### src/rtl/cv32e40p_if_id_pipe_nmr.sv
// N-modular-redundant IF/ID pipeline register with bitwise majority voting,
// per-replica fault flags, optional scrubbing, error counting and fault injection.
module cv32e40p_if_id_pipe_nmr #(
    parameter int NUM_REPLICAS = 3,
    parameter int VOTE_OUT     = 1,
    parameter int SCRUB_EN     = 1,
    parameter int ERR_CNT_W    = 8,
    parameter int INJECT_EN    = 0
) (
    input  logic                         clk,
    input  logic                         rst,
    input  logic                         if_valid_i,
    input  logic                         instr_valid_i,
    input  logic                         clear_instr_valid_i,
    input  logic [31:0]                  instr_rdata_i,
    input  logic                         is_compressed_i,
    input  logic                         illegal_c_insn_i,
    input  logic                         fetch_failed_i,
    input  logic [31:0]                  pc_if_i,
    output logic [NUM_REPLICAS-1:0]      instr_valid_id_o,
    output logic [NUM_REPLICAS*32-1:0]   instr_rdata_id_o,
    output logic [NUM_REPLICAS-1:0]      is_compressed_id_o,
    output logic [NUM_REPLICAS-1:0]      illegal_c_insn_id_o,
    output logic [NUM_REPLICAS-1:0]      is_fetch_failed_o,
    output logic [NUM_REPLICAS*32-1:0]   pc_id_o,
    output logic [NUM_REPLICAS-1:0]      fault_replica_o,
    output logic                         mismatch_o,
    output logic                         uncorrectable_o,
    output logic                         uncorrectable_sticky_o,
    output logic [ERR_CNT_W-1:0]         err_cnt_o,
    input  logic                         err_cnt_clr_i,
    input  logic                         inject_valid_i,
    input  logic [$clog2(NUM_REPLICAS):0] inject_replica_i,
    input  logic [67:0]                  inject_mask_i
);

    localparam int PW = 68;
    localparam int IW = $clog2(NUM_REPLICAS) + 1;

    // Payload layout: {valid, instr[31:0], compressed, illegal_c, fetch_failed, pc[31:0]}
    localparam int B_VALID = 67;
    localparam int B_COMPR = 34;
    localparam int B_ILL   = 33;
    localparam int B_FF    = 32;

    logic [PW-1:0]           rep_q [NUM_REPLICAS];
    logic [PW-1:0]           rep_d [NUM_REPLICAS];
    logic [PW-1:0]           out_sel [NUM_REPLICAS];
    logic [PW-1:0]           voted;
    logic [PW-1:0]           load_word;
    logic [NUM_REPLICAS-1:0] inj_hit;
    logic                    load;
    logic [ERR_CNT_W-1:0]    err_cnt_q;
    logic                    sticky_q;

    function automatic logic majority(input logic [NUM_REPLICAS-1:0] bits);
        int ones;
        ones = 0;
        for (int i = 0; i < NUM_REPLICAS; i++) begin
            if (bits[i]) ones++;
        end
        return (ones > NUM_REPLICAS / 2);
    endfunction

    for (genvar b = 0; b < PW; b++) begin : g_vote
        logic [NUM_REPLICAS-1:0] column;
        for (genvar k = 0; k < NUM_REPLICAS; k++) begin : g_col
            assign column[k] = rep_q[k][b];
        end
        assign voted[b] = majority(column);
    end

    assign load      = if_valid_i & instr_valid_i;
    assign load_word = {1'b1, instr_rdata_i, is_compressed_i, illegal_c_insn_i, 1'b0, pc_if_i};

    for (genvar k = 0; k < NUM_REPLICAS; k++) begin : g_rep
        assign inj_hit[k]         = (INJECT_EN != 0) && inject_valid_i && (inject_replica_i == IW'(k));
        assign fault_replica_o[k] = (rep_q[k] != voted);
        assign out_sel[k]         = (VOTE_OUT != 0) ? voted : rep_q[k];

        assign instr_valid_id_o[k]         = out_sel[k][B_VALID];
        assign instr_rdata_id_o[k*32 +: 32] = out_sel[k][66:35];
        assign is_compressed_id_o[k]       = out_sel[k][B_COMPR];
        assign illegal_c_insn_id_o[k]      = out_sel[k][B_ILL];
        assign is_fetch_failed_o[k]        = out_sel[k][B_FF];
        assign pc_id_o[k*32 +: 32]          = out_sel[k][31:0];
    end

    always_comb begin
        for (int k = 0; k < NUM_REPLICAS; k++) begin
            rep_d[k] = (SCRUB_EN != 0) ? voted : rep_q[k];
            if (load) begin
                rep_d[k] = load_word;
            end else if (clear_instr_valid_i) begin
                rep_d[k][B_VALID] = 1'b0;
                rep_d[k][B_FF]    = fetch_failed_i;
            end
            // Injection lands on top of the normal next state so it survives a load.
            if (inj_hit[k]) rep_d[k] = rep_d[k] ^ inject_mask_i;
        end
    end

    always_ff @(posedge clk) begin
        for (int k = 0; k < NUM_REPLICAS; k++) begin
            if (rst) rep_q[k] <= '0;
            else     rep_q[k] <= rep_d[k];
        end
    end

    assign mismatch_o      = |fault_replica_o;
    assign uncorrectable_o = mismatch_o & (&fault_replica_o);

    always_ff @(posedge clk) begin
        if (rst) begin
            err_cnt_q <= '0;
            sticky_q  <= 1'b0;
        end else if (err_cnt_clr_i) begin
            err_cnt_q <= '0;
            sticky_q  <= 1'b0;
        end else begin
            if (mismatch_o && (err_cnt_q != {ERR_CNT_W{1'b1}})) err_cnt_q <= err_cnt_q + 1'b1;
            if (uncorrectable_o) sticky_q <= 1'b1;
        end
    end

    assign err_cnt_o              = err_cnt_q;
    assign uncorrectable_sticky_o = sticky_q;

endmodule

### config.mk
export PLATFORM = sky130hd
export DESIGN_NAME = cv32e40p_if_id_pipe_nmr
export DESIGN_NICKNAME = d
export VERILOG_FILES = /design/src/rtl/cv32e40p_if_id_pipe_nmr.sv
export SDC_FILE = /design/constraint.sdc
export NUM_CORES = 1
export LEC_CHECK = 0
export CORE_AREA = 2 2 143 145
export DETAILED_ROUTE_END_ITERATION = 10
export DIE_AREA = 0 0 145 147
export PLACE_DENSITY = 0.62
export SLEW_MARGIN = 10
export SYNTH_ARGS = -nofsm -noshare
export SYNTH_HDL_FRONTEND = slang
export SYNTH_SLANG_ARGS = --single-unit
### constraint.sdc
create_clock -name clk -period 1.18 [get_ports clk]
set_input_delay 0.236 -clock clk [delete_from_list [all_inputs] [get_ports clk]]
set_output_delay 0.236 -clock clk [all_outputs]
set_load 0.005 [all_outputs]
==> run_results.csv <==
group,metric,value,unit
global_routing,grt-busiest-layer,"met2",
timing,hold_viol_final,0,
place,io_buffers,275,
cts,tritoncts,"done",
place,gp_congestion,0.681,
synthesis,synth.distinct_cells,17,
setup_path,crit_top_cell,"buf_6",
run_status,violations,"setup timing",
synthesis,ys_ff_latch,68,
setup_path,r2r_setup_slack,0.25,ns
global_routing,grt_pass1_wl,19.0,mm
detailed_routing,drt_iter0_drc,74,
global_routing,grt.total_usage,11.1,%
cts,path_clk_slew,0.06,ns
detailed_routing,wl_per_cell,13.8,um
global_routing,grt-ovfl-total,0,
cts,clock_latency,0.33,ns
run,cap_violations,0,
synthesis,ys_async_sr_fraction,0,%
global_routing,grt_use_met3,4.10,%
setup_path,reg2reg_depth,4,
synthesis,synth_edf_count,0,
finish,utilization,35.6,%
synthesis,ys_top_cells_by_area,"dfxtp_1 (29%), buf_4 (25%), a21bo_2 (12%)",
cts,clkSinkCount,68,
power,total_power,0.00706,W
finish,reg.largest.list,"rep_q x68",
synthesis,yosysMostFrequentCell,"buf_4",
synthesis,synth_top_cells_by_count,"buf_4 (158), dfxtp_1 (68), a21bo_2 (58), a21oi_2 (58), nand3_2 (58)",
cts,ctsRootBufferMaster,"clkbuf_16",
die,dieArea,0.0213,mm2
timing,min_period,1.23,ns
hold_path,hp-class,"in -> reg",
timing,skew,0,ns
finish,area_delta_synth_final,48.2,%
finish,largest-register,"rep_q",
setup_path,cpMaxStageDelayCell,"dfxtp_2",
synthesis,syn_inst,460,
setup_path,crit_path_cell_trace,"buf_6, buf_6, buf_6",
power,leakagePower,2.89,nW
timing,fin_ws,-0.0478,ns
setup_path,path_delay_family,"flip-flops",
hold_path,hp-start,"instr_valid_i",
place,place_hpwl,8.47,mm
setup_path,path_buf_inv,3,
timing,post-route-period-util,104,%
detailed_routing,drt-total-wl,12.4,mm
synthesis,mappedNetlistArea,0.00477,mm2
global_routing,gr-usage-met1,13.2,%
die,initial_core_util,24.0,%
setup_path,crit_path_start_kind,"flop",
synthesis,yosysTopAreaCell,"dfxtp_1",
global_routing,grt_pass1_vias,3308,
finish,largest_register_ffs,68,
cts,hold_buffers,0,
finish,drive_gt1_share,61.5,%
detailed_routing,first_pass_iters,4,
setup_path,crit_type,"reg -> out",
cts,clock_path_buffers,2,
cts,cts_buffers,9,
die,io_pins,363,
timing,maxSlewViolCount,0,
synthesis,ys_warn_count,0,
synthesis,yosysSeqAreaShare,28.6,%
power,peakVddDrop,0.000754,V
hold_path,min_path_cells,3,
detailed_routing,ant_nets,0,
setup_path,crit_arrival,0.99,ns
setup_path,critPathMaxFanout,2,
die,fp.dieW,145,um
setup_path,critPathCaptureType,"output pin",
hold_path,min_to,"rep_q[2][8]",
die,core,0.0198,mm2
run_status,outcome,"complete, but fails checks",
power,power_per_cell_area,1000,mW/mm2
global_routing,use_met2,18.7,%
synthesis,avgSynthCellArea,10.4,um2
setup_path,slowest_delay,0.33,ns
synthesis,synth_top_area_share,28.6,%
setup_path,r2r-start,"rep_q[2][36]",
die,fp-row-count,52,
setup_path,crit_required,0.94,ns
synthesis,synthFlopType,"dfxtp_1",
global_routing,antenna_found_initial,1,
place,place_ws,0.00193,ns
timing,finalSetupViolations,3,
cts,h-tree-depth,3,
detailed_routing,vias_per_cell,3.91,
detailed_routing,vias,3503,
timing,clock.fmax,0.814,GHz
setup_path,r2r-end,"rep_q[2][36]",
die,chipHeight,147,um
global_routing,grt_max_degree,42,
timing,rsz0062_at_grt,"true",
detailed_routing,drcViolationCount,0,
finish,nets,764,
timing,setup_tns,-0.123,ns
==> layout by cell type, fill, tap and decap left out <==
| master | instances |
|---|---|
| clkbuf_1 | 3 |
| clkdlybuf4s50_1 | 68 |
| a21bo_2 | 58 |
| bufinv_16 | 3 |
| a21oi_2 | 58 |
| buf_2 | 23 |
| clkbuf_2 | 33 |
| buf_12 | 8 |
| nand2b_1 | 1 |
| buf_6 | 43 |
| dfxtp_2 | 64 |
| clkbuf_16 | 9 |
| a21bo_1 | 8 |
| buf_4 | 21 |
| clkinvlp_4 | 1 |
| dlygate4sd2_1 | 17 |
| a211oi_2 | 1 |
| nand3_1 | 8 |
| a21oi_1 | 9 |
| nand3_2 | 58 |
| mux2i_1 | 1 |
| nand2_1 | 1 |
| dfxtp_4 | 4 |
| conb_1 | 14 |
| clkdlybuf4s15_1 | 110 |
| diode_2 | 1 |
==> cell type report <==
cell class / instances / area, um2
diodes: 1 / 2.50
clock buffers: 12 / 236
clock inverters: 4 / 97.6
fillers: 2023 / 12800
multi-input cells: 217 / 1920
flip-flops and latches: 68 / 1460
well taps: 270 / 338
repair buffers: 323 / 3010
==> metrics by stage <==
step / area [um2] / instances / hold WS, ns
2_1_floorplan: 4820 / 473 / 0.366
3_3_place_gp: 6570 / 843 / 0.514
3_5_place_dp: 6570 / 843 / 0.529
4_1_cts: 7020 / 896 / 0.193
5_1_grt: 7060 / 894 / 0.204
6_report: 7060 / 895 / 0.214
==> routing by layer <==
layer	wire length, um	part of all wire, %
met5	0	0
met3	958	7.8
met4	167	1.4
met2	6030	49
met1	5210	42
==> worst register-to-register path, stage by stage, from the launching register on <==
cell	delay, ns
dfxtp_2	0.35
buf_6	0.10
buf_6	0.09
a21bo_2	0.21
a21oi_2	0.12
==> cells by family after synthesis <==
group                  count (synthesis)  synth area share [%]
other                                  1                0.0787
multiplexers                           1                 0.210
flip-flops                            68                  28.6
buffers and inverters                188                  32.2
AND/OR/NAND/NOR                       68                  13.2
AO/OA/AOI/OAI                        134                  25.7
==> how the worst max path moves through the flow <==
stage / from / end / slack (ns) / cells after the start
finish: rep_q[2][32] / is_fetch_failed_o[1] / -0.05 / 3
global route: rep_q[2][36] / instr_rdata_id_o[1] / -0.09 / 3
CTS: rep_q[2][36] / instr_rdata_id_o[1] / -0.11 / 3
detailed placement: rep_q[2][11] / pc_id_o[11] / 0.002 / 1
global placement: rep_q[2][11] / pc_id_o[75] / 0.006 / 1
floorplan: rst / rep_q[2][30] / 0.28 / 4
==> repair_timing <==
action                                  4_1_cts  5_1_grt
buffers inserted                             37        0
resized for setup                           494      131
endpoints found under the setup margin      204      124
==> where the power goes <==
group          switching [W]  total, W  internal [W]
logic               0.000594   0.00146      0.000870
registers          0.0000933   0.00251       0.00242
clock network        0.00102   0.00308       0.00207
Note: power is estimated with default switching activity, not from simulation.
